[config.mk]
export PLATFORM = sky130hd
export DESIGN_NAME = mem_arbiter_flat
export DESIGN_NICKNAME = d
export VERILOG_FILES = /design/src/rtl/mem_arbiter_if.sv /design/src/rtl/mem_arbiter.sv /design/src/flat_wrapper.sv
export SDC_FILE = /design/constraint.sdc
export NUM_CORES = 1
export LEC_CHECK = 0
export ABC_AREA = 1
export CAP_MARGIN = 10
export CORE_MARGIN = 2
export CORE_UTILIZATION = 29
export CTS_CLUSTER_SIZE = 30
export DETAILED_ROUTE_END_ITERATION = 8
export MAX_ROUTING_LAYER = met4
export PLACE_DENSITY = 0.56
export SETUP_SLACK_MARGIN = 0.3
export SKIP_LAST_GASP = 1
export SLEW_MARGIN = 0
export SYNTH_ARGS = -nofsm -noshare
export SYNTH_HDL_FRONTEND = slang
export SYNTH_SLANG_ARGS = --single-unit
[constraint.sdc]
create_clock -name clk -period 1.28 [get_ports clk]
set_input_delay 0.256 -clock clk [delete_from_list [all_inputs] [get_ports clk]]
set_output_delay 0.256 -clock clk [all_outputs]
set_load 0.005 [all_outputs]
[src/rtl/mem_arbiter_if.sv]
// Bus bundle between the memory arbiter, its three requesters and MEM.
// The slave modport is the arbiter's view; the master modport is the
// requester/memory side that drives requests and MFC.
interface mem_arbiter_if;
  logic [2:0] req;
  logic [2:0] gnt;
  logic [2:0] done;
  logic       MFC;
  logic       MEM_EN;
  logic       MEM_RW;
  logic       timeout;
  logic       busy;

  modport slave (
    input  req,
    input  MFC,
    output gnt,
    output done,
    output MEM_EN,
    output MEM_RW,
    output timeout,
    output busy
  );

  modport master (
    output req,
    output MFC,
    input  gnt,
    input  done,
    input  MEM_EN,
    input  MEM_RW,
    input  timeout,
    input  busy
  );
endinterface

[src/rtl/mem_arbiter.sv]
// Round-robin arbiter for three memory requesters (fetch, load, store).
// One transaction walks IDLE -> GRANT -> ACCESS -> DONE. All outputs are
// registered and derived from the next state, so they change on the same
// edge as the state they describe. An ACCESS that sees no MFC within
// TIMEOUT cycles is closed with done plus a timeout pulse.
module mem_arbiter #(
  parameter int TIMEOUT = 15,
  parameter int CNT_W   = 8
) (
  input  logic          clk,
  input  logic          reset,
  mem_arbiter_if.slave  bus
);

  typedef enum logic [1:0] {
    IDLE   = 2'd0,
    GRANT  = 2'd1,
    ACCESS = 2'd2,
    DONE   = 2'd3
  } state_t;

  // Last ACCESS cycle before the abort fires, and the saturation ceiling.
  localparam logic [CNT_W-1:0] CNT_LAST = CNT_W'(TIMEOUT - 1);
  localparam logic [CNT_W-1:0] CNT_MAX  = '1;
  localparam logic [1:0]       IDX_ST   = 2'd2;

  state_t           state_q, state_d;
  logic [1:0]       win_q, win_d;
  logic [1:0]       last_q, last_d;
  logic [CNT_W-1:0] cnt_q, cnt_d;
  logic [2:0]       gnt_q, gnt_d;
  logic [2:0]       done_q, done_d;
  logic             en_q, en_d;
  logic             rw_q, rw_d;
  logic             to_q, to_d;
  logic             busy_q, busy_d;

  // Index to one-hot requester vector.
  function automatic logic [2:0] onehot(input logic [1:0] idx);
    case (idx)
      2'd0:    onehot = 3'b001;
      2'd1:    onehot = 3'b010;
      2'd2:    onehot = 3'b100;
      default: onehot = 3'b000;
    endcase
  endfunction

  // Round-robin pick: search begins just after the last winner and wraps
  // 2 -> 0. Only called with a non-zero request vector.
  function automatic logic [1:0] rr_pick(input logic [2:0] r,
                                         input logic [1:0] last);
    logic [1:0] a, b, c;
    case (last)
      2'd0:    begin a = 2'd1; b = 2'd2; c = 2'd0; end
      2'd1:    begin a = 2'd2; b = 2'd0; c = 2'd1; end
      default: begin a = 2'd0; b = 2'd1; c = 2'd2; end
    endcase
    if (|(r & onehot(a)))      rr_pick = a;
    else if (|(r & onehot(b))) rr_pick = b;
    else                       rr_pick = c;
  endfunction

  // Next-state, winner latch, timeout counter and next output values.
  always_comb begin
    state_d = state_q;
    win_d   = win_q;
    last_d  = last_q;
    cnt_d   = cnt_q;
    to_d    = 1'b0;

    case (state_q)
      IDLE: begin
        cnt_d = '0;
        if (bus.req != 3'b000) begin
          win_d   = rr_pick(bus.req, last_q);
          last_d  = win_d;
          state_d = GRANT;
        end
      end
      GRANT: begin
        cnt_d   = '0;
        state_d = ACCESS;
      end
      ACCESS: begin
        // MFC wins over an abort landing on the same edge.
        if (bus.MFC) begin
          state_d = DONE;
        end else if (cnt_q >= CNT_LAST) begin
          state_d = DONE;
          to_d    = 1'b1;
        end else if (cnt_q != CNT_MAX) begin
          cnt_d = cnt_q + CNT_W'(1);
        end
      end
      DONE: begin
        cnt_d   = '0;
        state_d = IDLE;
      end
      default: begin
        cnt_d   = '0;
        state_d = IDLE;
      end
    endcase

    gnt_d  = (state_d != IDLE) ? onehot(win_d) : 3'b000;
    done_d = (state_d == DONE) ? onehot(win_d) : 3'b000;
    en_d   = (state_d == ACCESS);
    rw_d   = (state_d == ACCESS) && (win_d == IDX_ST);
    busy_d = (state_d != IDLE);
  end

  // State and registered outputs; reset abandons any transaction silently.
  always_ff @(posedge clk or negedge reset) begin
    if (!reset) begin
      state_q <= IDLE;
      win_q   <= 2'd0;
      last_q  <= 2'd2;
      cnt_q   <= '0;
      gnt_q   <= 3'b000;
      done_q  <= 3'b000;
      en_q    <= 1'b0;
      rw_q    <= 1'b0;
      to_q    <= 1'b0;
      busy_q  <= 1'b0;
    end else begin
      state_q <= state_d;
      win_q   <= win_d;
      last_q  <= last_d;
      cnt_q   <= cnt_d;
      gnt_q   <= gnt_d;
      done_q  <= done_d;
      en_q    <= en_d;
      rw_q    <= rw_d;
      to_q    <= to_d;
      busy_q  <= busy_d;
    end
  end

  assign bus.gnt     = gnt_q;
  assign bus.done    = done_q;
  assign bus.MEM_EN  = en_q;
  assign bus.MEM_RW  = rw_q;
  assign bus.timeout = to_q;
  assign bus.busy    = busy_q;

endmodule
[src/flat_wrapper.sv]
// flat-port wrapper written by rule: the top's interface ports become plain ports
module mem_arbiter_flat 
#(
  parameter int TIMEOUT = 15,
  parameter int CNT_W   = 8
)
  (clk, reset, bus_req, bus_MFC, bus_gnt, bus_done, bus_MEM_EN, bus_MEM_RW, bus_timeout, bus_busy);
  mem_arbiter_if bus_i ();
  input  logic clk;
  input  logic reset;
  input wire logic [$bits(bus_i.req)-1:0] bus_req;
  input wire logic [$bits(bus_i.MFC)-1:0] bus_MFC;
  output wire logic [$bits(bus_i.gnt)-1:0] bus_gnt;
  output wire logic [$bits(bus_i.done)-1:0] bus_done;
  output wire logic [$bits(bus_i.MEM_EN)-1:0] bus_MEM_EN;
  output wire logic [$bits(bus_i.MEM_RW)-1:0] bus_MEM_RW;
  output wire logic [$bits(bus_i.timeout)-1:0] bus_timeout;
  output wire logic [$bits(bus_i.busy)-1:0] bus_busy;
  assign bus_i.req = bus_req;
  assign bus_i.MFC = bus_MFC;
  assign bus_gnt = bus_i.gnt;
  assign bus_done = bus_i.done;
  assign bus_MEM_EN = bus_i.MEM_EN;
  assign bus_MEM_RW = bus_i.MEM_RW;
  assign bus_timeout = bus_i.timeout;
  assign bus_busy = bus_i.busy;
  mem_arbiter #(.TIMEOUT(TIMEOUT), .CNT_W(CNT_W)) u_core (.clk(clk), .reset(reset), .bus(bus_i));
endmodule
Yosys cells after proc, flatten, opt, wreduce, memory -nomap -nowiden
Index checks and enable logic that the tools add are counted.
Storage, ports and cells
  register bits after elaboration: 24
  input port bits: 6
  output and inout port bits: 10
  logic and storage cells: 75
Operators by class
  add/subtract/negate cells: 1
  order comparisons: 1
  equal/unequal tests: 16
  muxes and demuxes: 32
  bitwise operators: 2
  reduce and logical (&&, ||, !) cells: 13
Operator list (count)
  3-bit one-hot mux with 3 select lines: 3
  8-bit two-way mux: 3
  2-bit two-way mux: 11
  3-bit two-way mux: 7
  8-bit one-hot mux with 2 select lines: 1
  2-bit equality test, second input constant: 7
  2-bit one-hot mux with 2 select lines: 3
  2-bit by 1-bit equality test with 1-bit output, second input constant: 5
  2-bit zero test: 5
  3-bit OR reduction: 3
  8-bit by 1-bit adder with 8-bit output, second input constant: 1
  8-bit by 4-bit >= comparator with 1-bit output, second input constant: 1
  8-bit inequality test, second input constant: 1
  2-bit one-hot mux with 4 select lines: 1
  3-bit AND: 2
  2-bit inequality test, second input constant: 2
  1-bit two-way mux: 3
  3-bit AND reduction: 1
  3-bit nonzero test: 1
  2-bit by 1-bit inequality test with 1-bit output, second input constant: 1
  2-bit AND reduction: 1
  2-bit nonzero test: 1
  1-bit logical AND: 1

Longest topological paths before layout
Gate-level depths: netlist (run 1).
  depth in word-level cells: 22
  depth in mapped cells: 10
  gate-level depth less buffers: 10

Worst setup path before layout (run 1)
No wires, ideal clock.
  path type: register -> register
  start point: reg u_core.cnt_q[0]
  end point: reg u_core.cnt_q[2]
  setup time: 0.119 ns
  data arrival time: 1.181 ns
  data required time: 1.161 ns
  slack: -0.020 ns
  stages on the path, launching flop included: 11
  path buffers: 0
  clock period less this slack: 1.300 ns
  cells stage by stage: dfrtp_1 > inv_1 > ha_1 > inv_1 > nand2_1 > nand2_2 > nand2_2 > o21ai_4 > nand3_1 > nand2_1 > nor2_1
Between the ends
  word-level cells in the longest chain between the ends: 5
  elaborated cells on any way between the ends: 10
  classes of those cells: add/sub: 1; order compare: 1; eq/ne: 3; mux: 4; reduce/logical: 1
RTL lines
  start: declaration: line mem_arbiter.sv:30  | logic [CNT_W-1:0] cnt_q, cnt_d;
  start signal: assignment: line mem_arbiter.sv:129  | cnt_q <= cnt_d;
  8-bit by 1-bit adder with 8-bit output: line mem_arbiter.sv:92  | cnt_d = cnt_q + CNT_W'(1);
  8-bit two-way mux: line mem_arbiter.sv:91  | end else if (cnt_q != CNT_MAX) begin
  8-bit two-way mux: line mem_arbiter.sv:88  | end else if (cnt_q >= CNT_LAST) begin
  8-bit two-way mux: line mem_arbiter.sv:86  | if (bus.MFC) begin
  8-bit one-hot mux with 2 select lines: line mem_arbiter.sv:71  | case (state_q)
Several ways; a longest one is shown, not always the timed one. The select of a mux whose other input is x is not followed.
A chain may end at the register's enable or synchronous reset.

Worst setup path after layout (run 1)
  start point: reg u_core.last_q[1]
  end point: reg u_core.gnt_q[0], in the netlist u_core.bus.gnt[0]
Between the ends
  word-level cells in the longest chain between the ends: 18
  elaborated cells on any way between the ends: 35
  classes of those cells: eq/ne: 7; mux: 20; bitwise: 2; reduce/logical: 6
RTL lines
  start: declaration: line mem_arbiter.sv:29  | logic [1:0] last_q, last_d;
  start signal: assignment: line mem_arbiter.sv:128  | last_q <= last_d;
  2-bit by 1-bit equality test with 1-bit output / 2-bit zero test (equally long branches): line mem_arbiter.sv:53  | case (last)
  2-bit one-hot mux with 2 select lines: line mem_arbiter.sv:53
  2-bit two-way mux: line mem_arbiter.sv:74  | if (bus.req != 3'b000) begin
  2-bit two-way mux: line mem_arbiter.sv:71
  2-bit equality test (tied with other cells): line mem_arbiter.sv:40  | case (idx)
  3-bit one-hot mux with 3 select lines: line mem_arbiter.sv:40
  3-bit two-way mux: line mem_arbiter.sv:58  | if (|(r & onehot(a))) rr_pick = a;
  3-bit two-way mux: line mem_arbiter.sv:74
  [4 not listed]
  2-bit two-way mux (*): line mem_arbiter.sv:58
  2-bit two-way mux (*): line mem_arbiter.sv:74
  2-bit two-way mux (*): line mem_arbiter.sv:71
  named net u_core.win_d[0]: line mem_arbiter.sv:28  | logic [1:0] win_q, win_d;
  2-bit equality test (tied with other cells): line mem_arbiter.sv:40
  3-bit one-hot mux with 3 select lines (*): line mem_arbiter.sv:40
  3-bit two-way mux (*): line mem_arbiter.sv:105  | gnt_d = (state_d != IDLE) ? onehot(win_d) : 3'b000;
  named net u_core.gnt_d[0]: line mem_arbiter.sv:31  | logic [2:0] gnt_q, gnt_d;
  end signal: assignment: line mem_arbiter.sv:130  | gnt_q <= gnt_d;
  end: declaration: line mem_arbiter.sv:31
The timed path passes the listed nets; every way through them passes the cells marked *. The select of a mux whose other input is x is not followed.

==> results of run 1 <==
## power by group through the flow
stage / combinational, mW / sequential [mW] / clock [mW]
after floorplan: 1.09 / 1.11 / 0
after global placement: 1.63 / 1.10 / 0
after detailed placement: 1.66 / 1.11 / 0
after CTS: 1.69 / 1.09 / 0.686
after global routing: 2.17 / 1.15 / 0.718
final: 1.95 / 1.12 / 0.659
## worst paths after layout
check                                    end  slack [ns]        startpoint
min reg2reg                  u_core.cnt_q[7]        0.48   u_core.cnt_q[7]
min                          u_core.cnt_q[2]        0.34             reset
max                        u_core.bus.gnt[0]       -0.11  u_core.last_q[1]
max in group asynchronous   u_core.last_q[1]        0.72             reset
max reg2reg                u_core.bus.gnt[0]       -0.11  u_core.last_q[1]
min in group clk             u_core.cnt_q[7]        0.48   u_core.cnt_q[7]
## flip-flops by register name, indices dropped and copies added (netlist names)
| register | cells |
|---|---|
| u_core.bus.busy | 1 |
| u_core.cnt_q | 8 |
| u_core.last_q | 2 |
| u_core.win_q | 2 |
| u_core.bus.gnt | 3 |
| u_core.bus.timeout | 1 |
| u_core.state_q | 2 |
| u_core.bus.MEM_EN | 1 |
| u_core.bus.MEM_RW | 1 |
| u_core.bus.done | 3 |
## cell families after synthesis
kind of cell | after synthesis | synth area share
DFF | 24 | 0.5339
AOI/OAI and AO/OA | 10 | 0.06216
and+or+nand+nor | 62 | 0.2730
adders and majority gates | 5 | 0.05549
buffers and inverters | 22 | 0.07546
## cells in the final DEF, fill, tap and decap left out, types with 2 or more instances in the layout
master | netlist | routed
a21oi_1 | 4 | 3
inv_2 | 2 | 6
nand2_4 | 2 | 5
nand3_2 | 0 | 4
inv_1 | 18 | 13
a21oi_2 | 1 | 2
nor2_1 | 14 | 13
buf_6 | 0 | 5
buf_2 | 1 | 10
nand2_1 | 23 | 16
dfrtp_1 | 23 | 23
nand3_1 | 6 | 2
ha_4 | 0 | 3
ha_1 | 5 | 2
o21ai_2 | 1 | 3
buf_4 | 0 | 10
nand2_2 | 10 | 14
nor2_2 | 4 | 4
nor2_4 | 1 | 2
clkbuf_8 | 0 | 3
clkdlybuf4s50_1 | 0 | 4
## cell type report
type	instances	area (sq um)
clock buffer	3	41.29
inverter	21	82.58
fill	371	2059
multi-input combinational	78	563.0
tap	48	60.06
timing repair buffer	31	250.2
sequential	24	601.8
clock inverter	1	30.03
## stage by stage
step                instance area, sq um   TNS (ns)  instances  setup slack, ns    util
floorplan                           1161  -0.006831        123        -0.006831       -
global placement                    1455     -2.772        196          -0.2783  0.3945
detailed placement                  1455     -3.106        196          -0.2908  0.3945
CTS                                 1528    -0.4932        205         -0.07614  0.4142
global route                        1629     -2.608        206          -0.1995  0.4417
finish                              1629     -1.057        206          -0.1091  0.4417
## metal layers
layer / global-route usage / up-vias
met5: - / -
met4: 0.007653 / 0
met3: 0.03578 / 0
met2: 0.2100 / 13
met1: 0.1328 / 423
li1: - / 447
## timing repair
item / CTS / global route
pin swaps: 8 / 16
setup buffers: 4 / 1
gates resized for setup: 45 / 26
endpoints found under the setup margin: 33 / 33
cloned: 1 / 0
==> results.toml, run 1 <==
[floorplan]
die_h_um = 66.35
initial_core_util = 0.3056
die_width_um = 66.35
fp-row-count = 22
core_region_area_sq_um = 3689
die-area_sq_um = 4402
ios = 16

[placed_design]
gp_congestion = 0.8125
dpl.hpwl_um = 1559
place.port_buffers = 15

[route]
drtIter0Drc = 38
via_count = 883
via_per_inst = 4.286
drc = 0
routed_wl_um = 2316
wire_per_inst_um = 11.24
wl_met2_um = 1279
met3WireLength_um = 68
antenna_left = 0
dr.max_layer_used = "met3"
wl_met1_um = 968
first_pass_iters = 4

[global_route]
grt_pass1_vias = 904
antenna_found_initial = 0
gr-usage-all-layers = 0.1165
grt_overflow = 0
grt_max_degree = 25
grt_pass1_wl_um = 3815

[clock_tree]
tritoncts = "built"
clk_pin_slew_ns = 0.09
ctsHoldBuffers = 0
clkLatencyLatePin_ns = 0.26
cts_root_buf = "clkbuf_8"
clk_path_buf_depth = 2
cts_buffers = 3
clock_sinks = 24
h-tree-depth = 1

[power]
irDropWorstVdd_v = 0.001370
switching_share = 0.3798
total_power_mw = 3.729
clockPowerShare = 0.177
p_leak_nw = 0.8400
p_int_mw = 2.312
p_sw_mw = 1.416
comb_power_share = 0.522
power_density_nw_per_um2 = 2289
power_frac_seq = 0.302

[critical_path]
endpoint_kind = "flop"
cp_max_fo = 4
reg2reg_depth = 9
critical_path_buf_inv_count = 1
crit_slowest_cell = "dfstp_2"
path_common_cell = "nand2_2"
critPathTopFamily = "flip-flops"
cp.depth = 9
path_class = "flop to flop"
worstPathRequired_ns = 1.44
max_stage_delay_ns = 0.62
critPathLaunchType = "flop"
arrival_ns = 1.55
path_cells = "nor2_4 > nor2_2 > nand3_1 > nand2_1 > nand2_2 > nand2_2 > inv_2 > nand2_2 > nor2_1"

[run]
maxCapViolCount = 0

[yosys]
synth_area_leaders = "dfrtp_1 (51%), nand2_1 (7.7%), inv_1 (6.0%)"
synth_ff_type = "dfrtp_1"
synth.ff_latch_count = 24
yosys.cell_types.count = 22
synth_edf_count = 0
yosysTopAreaCell = "dfrtp_1"
yosysTopAreaCellShare = 0.5105
syn_area_sq_um = 1127
async_flop_share = 1.000
synth_cells = 123
synth.avg_cell_area_sq_um = 9.165
synth_nets = 134
yosysSeqAreaShare = 0.5339
synth.top_cells.by_count = "dfrtp_1 (23), nand2_1 (23), inv_1 (18)"
yosys_warnings = 0

[sta]
finClkSkew_ns = 0.003532
period_share = 1.085
slew_viol_final = 0
worst_slack_ns = -0.1091
finalSetupViolCount = 15
hold_viol = 0
slew_headroom = 0.8492
hold_ws_ns = 0.3370
fmax_mhz = 719.9
tightest_slew_ns = 0.2259
period_needed_ns = 1.389
rsz0062_at_grt = "true"

[hold_path]
min_path_type = "input port to async pin"

[cells_and_area]
drive_above_1_share = 0.4937
syn_to_final_growth_pct = 44.51
nets = 170
antennaDiodeCount = 0

[status]
violations = "negative setup slack"
status = "complete, but fails checks"
No activity file was read; power rests on OpenSTA's default activity.
==> run 2, diff against run 1 <==
- SETUP_SLACK_MARGIN: 0.3 -> unset
==> results.toml, run 2 (synthesis results as in run 1) <==
[status]
status = "complete, but fails checks"
violations = "negative setup slack"

[global_route]
grt_max_degree = 25
grt_pass1_wl_um = 3774
grtUsageMet3 = 0.03748
gr-usage-all-layers = 0.1153
grt_use_met1 = 0.1283
grt_overflow = 0
grt.busiest_layer = "met2"
grt_pass1_vias = 941
antenna_found_initial = 0
met2_usage = 0.2025

[sta]
tightest_slew_ns = 0.2211
fmax_mhz = 743.1
period_needed_ns = 1.346
worst_slack_ns = -0.06568
finClkSkew_ns = 0.001307
period_share = 1.051
hold_viol = 0
finalSetupViolCount = 13
rsz0062_at_grt = "true"
hold_ws_ns = 0.3362
slew_headroom = 0.8520
slew_viol_final = 0

[critical_path]
critPathLaunchType = "flop"
path_class = "flop to flop"
cp-startpoint = "u_core.cnt_q[1]"
critical_path_buf_inv_count = 1
crit_slowest_cell = "dfrtp_1"
cp_max_fo = 4
endpoint_kind = "flop"
worstPathRequired_ns = 1.44
path_common_cell = "nand2_2"
path_cells = "ha_4 > inv_2 > nand2_2 > nand2_2 > nand3_2 > nand3b_4 > nand2_4 > nor2_4 > nor2_1"
critPathTopFamily = "simple AND/OR/NAND/NOR gates"
r2r_start = "u_core.cnt_q[1]"
reg2reg_setup_slack_ns = -0.07
max_stage_delay_ns = 0.41
reg2reg_depth = 9
arrival_ns = 1.50
r2r-end = "u_core.bus.gnt[0]"

[placed_design]
dpl.hpwl_um = 1551
gp_congestion = 0.8183
place_inst = 200
dpl-instance-area_sq_um = 1460
place.port_buffers = 15

[floorplan]
die-area_sq_um = 4402
initial_core_util = 0.3056
die_h_um = 66.35
core_region_area_sq_um = 3689
fp-row-count = 22
die_width_um = 66.35
ios = 16

[cells_and_area]
antennaDiodeCount = 0
final_area_sq_um = 1629
fillers = 378
nets = 171
drive_above_1_share = 0.4025
final_common_cell = "dfrtp_1"
register_area_sq_um = 603.1
multi_input_area_sq_um = 523.0
syn_to_final_growth_pct = 44.51
largest_reg_flops = 8
instances_no_fill = 207
top_register = "u_core.cnt_q"
final_cell_mix = "dfrtp_1 (22), nand2_1 (20), buf_4 (16)"

[clock_tree]
clk_path_buf_depth = 2
clk_pin_slew_ns = 0.08
clock_sinks = 24
clkLatencyLatePin_ns = 0.26
cts_root_buf = "clkbuf_8"
cts_buffers = 3
tritoncts = "built"
h-tree-depth = 1

[route]
drc = 0
wire_per_inst_um = 9.913
via_count = 882
drtIter0Drc = 38
first_pass_iters = 2
antenna_left = 0
routed_wl_um = 2052
via_per_inst = 4.261

[hold_path]
min_path_type = "input port to async pin"

[power]
irDropWorstVdd_v = 0.001067
p_leak_nw = 0.8560
power_density_nw_per_um2 = 2249

[run]
maxCapViolCount = 0
## run 2: changes by cell type in the layout (fill, tap and decap cells not counted), sizes merged
cell	delta
dlygate4sd2	+9
dlymetal6s2s	+1
o21ai	-1
buf	-8
## run 2: cell type report
type,count,share of cell area
Clock buffer,3,0.02535
Clock inverter,1,0.01843
Inverter,21,0.04916
Multi-Input combinational cell,77,0.3210
Sequential cell,24,0.3702
Tap cell,48,0.03687
Timing Repair Buffer,33,0.1790
## run 2: routing by layer
metal  up-vias  routed length (um)
li1        443                   -
met1       419                 879
met2        16                1057
met3         4                  84
met4         0                  31
met5         -                   0
## run 2: worst max-delay path by stage
stage,endpoint,cells after the start
3_5_place_dp,u_core.bus.gnt[0],7
3_3_place_gp,u_core.bus.gnt[1],7
6_report,u_core.bus.gnt[0],9
2_1_floorplan,u_core.cnt_q[2],9
4_1_cts,u_core.cnt_q[2],10
5_1_grt,u_core.cnt_q[2],10
## run 2: through the flow
stage,setup WS [ns],setup TNS [ns],power (mW),utilization
final,-0.06568,-0.5078,3.664,0.4417
after global routing,-0.1523,-1.820,3.969,0.4417
after CTS,-0.06853,-0.5557,3.384,0.4159
after detailed placement,-0.2796,-3.274,2.750,0.3959
after global placement,-0.2664,-2.932,2.715,0.3959
after floorplan,-0.008631,-0.008631,2.073,-
## run 2: report_power, final
group          switching [mW]  total (mW)  leakage, nW  internal (mW)
clock network           0.233       0.651       0.0357          0.418
registers               0.115        1.11        0.313          0.991
logic                    1.01        1.91        0.507          0.902
## run 2: timing repair
action                                  CTS  global route
hold buffers                              0             0
resized for setup                        12            21
setup buffers                             1             2
gates cloned                              0             0
endpoints found under the setup margin   24            16
hold endpoints to repair                  0             0
pin swaps                                 3             6
## run 2: worst reg2reg max path, cell delays in order, from the launching register on
cell      delay [ns]
dfrtp_1         0.41
ha_4            0.17
inv_2           0.04
nand2_2         0.05
nand2_2         0.07
nand3_2         0.09
nand3b_4        0.10
nand2_4         0.07
nor2_4          0.18
nor2_1          0.06
==> run 3, diff against run 2 <==
- CORE_UTILIZATION: 29 -> 41
- PLACE_DENSITY: 0.56 -> 0.71
- TNS_END_PERCENT: unset -> 20
==> results.toml, run 3 (synthesis results as in run 1) <==
[critical_path]
max_stage_delay_ns = 0.49
path_class = "flop to primary output"
cp_max_fo = 1
endpoint_kind = "primary output"
crit_slowest_cell = "clkdlybuf4s50_1"
cp.depth = 1
reg2reg_depth = 10
critical_path_buf_inv_count = 1
worstPathRequired_ns = 1.02
arrival_ns = 1.17
path_cells = "clkdlybuf4s50_1"
critPathLaunchType = "flop"
critPathTopFamily = "buffers and inverters"

[route]
via_count = 846
routed_wl_um = 2073
via_per_inst = 4.548
antenna_left = 0
drtIter0Drc = 20
drc = 0
first_pass_iters = 4
wire_per_inst_um = 11.15

[clock_tree]
clk_pin_slew_ns = 0.13
clkLatencyLatePin_ns = 0.31
tritoncts = "built"
clock_sinks = 24
h-tree-depth = 1
cts_buffers = 3
cts_root_buf = "clkbuf_4"
ctsHoldBuffers = 0
clk_path_buf_depth = 2

[cells_and_area]
syn_to_final_growth_pct = 32.30
fillers = 245
largest_reg_flops = 8
register_area_sq_um = 601.8
multi_input_area_sq_um = 450.4
drive_above_1_share = 0.3097
antennaDiodeCount = 0
instances_no_fill = 186
final_cell_mix = "dfrtp_1 (23), nand2_1 (22), inv_1 (16)"
final_common_cell = "dfrtp_1"
top_register = "u_core.cnt_q"
nets = 167

[sta]
slew_headroom = 0.8332
period_share = 1.111
worst_slack_ns = -0.1426
rsz0062_at_grt = "true"
period_needed_ns = 1.423
tightest_slew_ns = 0.2492
finClkSkew_ns = 0.001699
finalSetupViolCount = 18
fmax_mhz = 702.9
hold_viol = 0
slew_viol_final = 0

[placed_design]
gp_congestion = 0.7664
place.port_buffers = 15
place_inst = 181
dpl.hpwl_um = 1575

[hold_path]
min_path_type = "input port to async pin"

[run]
maxCapViolCount = 0

[status]
violations = "negative setup slack"
status = "complete, but fails checks"

[floorplan]
ios = 16
core_region_area_sq_um = 2686
initial_core_util = 0.4197
die_h_um = 56.44
fp-row-count = 19
die-area_sq_um = 3185
die_width_um = 56.44

[global_route]
grt_overflow = 0
antenna_found_initial = 0
grt_max_degree = 25
gr-usage-all-layers = 0.1460
grt_pass1_wl_um = 3581
grt_pass1_vias = 885

[power]
irDropWorstVdd_v = 0.001709
total_power_mw = 3.207
p_leak_nw = 0.8044
power_density_nw_per_um2 = 2150
## run 3: changes by cell type in the layout (fill, tap and decap cells not counted), moves of 3 or more
cell and change:
dlygate4sd2_1 -6, clkdlybuf4s50_1 +5, buf_4 -3, clkbuf_4 +3
clkbuf_8 -3, inv_1 +3, inv_2 -3
## run 3: report_power, final
part,total (mW),internal (mW),switching (mW)
clock network,0.550,0.317,0.234
registers,1.09,0.987,0.102
logic,1.57,0.704,0.863
total,3.21,2.01,1.20
## run 3: per-layer routing
metal	part of all wire	vias up	routed length (um)	GRT usage
met5	0	-	0	-
met4	0	0	0	0.01701
met3	0.040	0	82	0.05760
met2	0.52	11	1081	0.2608
met1	0.44	397	908	0.1567
li1	-	438	-	-
## run 3: worst paths after layout
| check | startpoint | slack (ns) | to |
|---|---|---|---|
| min reg2reg | u_core.cnt_q[6] | 0.50 | u_core.cnt_q[6] |
| max | u_core.bus.done[1] | -0.14 | bus_done[1] |
| min | reset | 0.26 | u_core.cnt_q[2] |
| min in group clk | u_core.cnt_q[6] | 0.50 | u_core.cnt_q[6] |
| max in group asynchronous | reset | 0.80 | u_core.last_q[1] |
| max reg2reg | u_core.cnt_q[0] | -0.09 | u_core.cnt_q[2] |
## run 3: stage by stage
| step | TNS (ns) | util | hold WS (ns) | setup WS (ns) | area [sq um] |
|---|---|---|---|---|---|
| finish | -1.208 | 0.5552 | 0.2649 | -0.1426 | 1491 |
| floorplan | -0.008631 | - | -0.03959 | -0.008631 | 1130 |
| detailed placement | -3.108 | 0.5300 | 0.4792 | -0.2732 | 1424 |
| global route | -2.862 | 0.5552 | 0.2554 | -0.1919 | 1491 |
| global placement | -2.648 | 0.5300 | 0.4494 | -0.2638 | 1424 |
| CTS | -1.770 | 0.5477 | 0.2632 | -0.1555 | 1471 |
## run 3: cell type report
cell class / instances / share of cell area
repair buffers: 29 / 0.1795
inverters: 21 / 0.05369
well taps: 31 / 0.02601
multi-input cells: 77 / 0.3020
flip-flops and latches: 24 / 0.4035
clock buffers: 3 / 0.01510
clock inverters: 1 / 0.02013
## run 3: timing repair
action,in CTS,in global routing
pin swaps,0,5
endpoints found under the setup margin,24,22
setup buffers,0,1
gates resized for setup,4,5
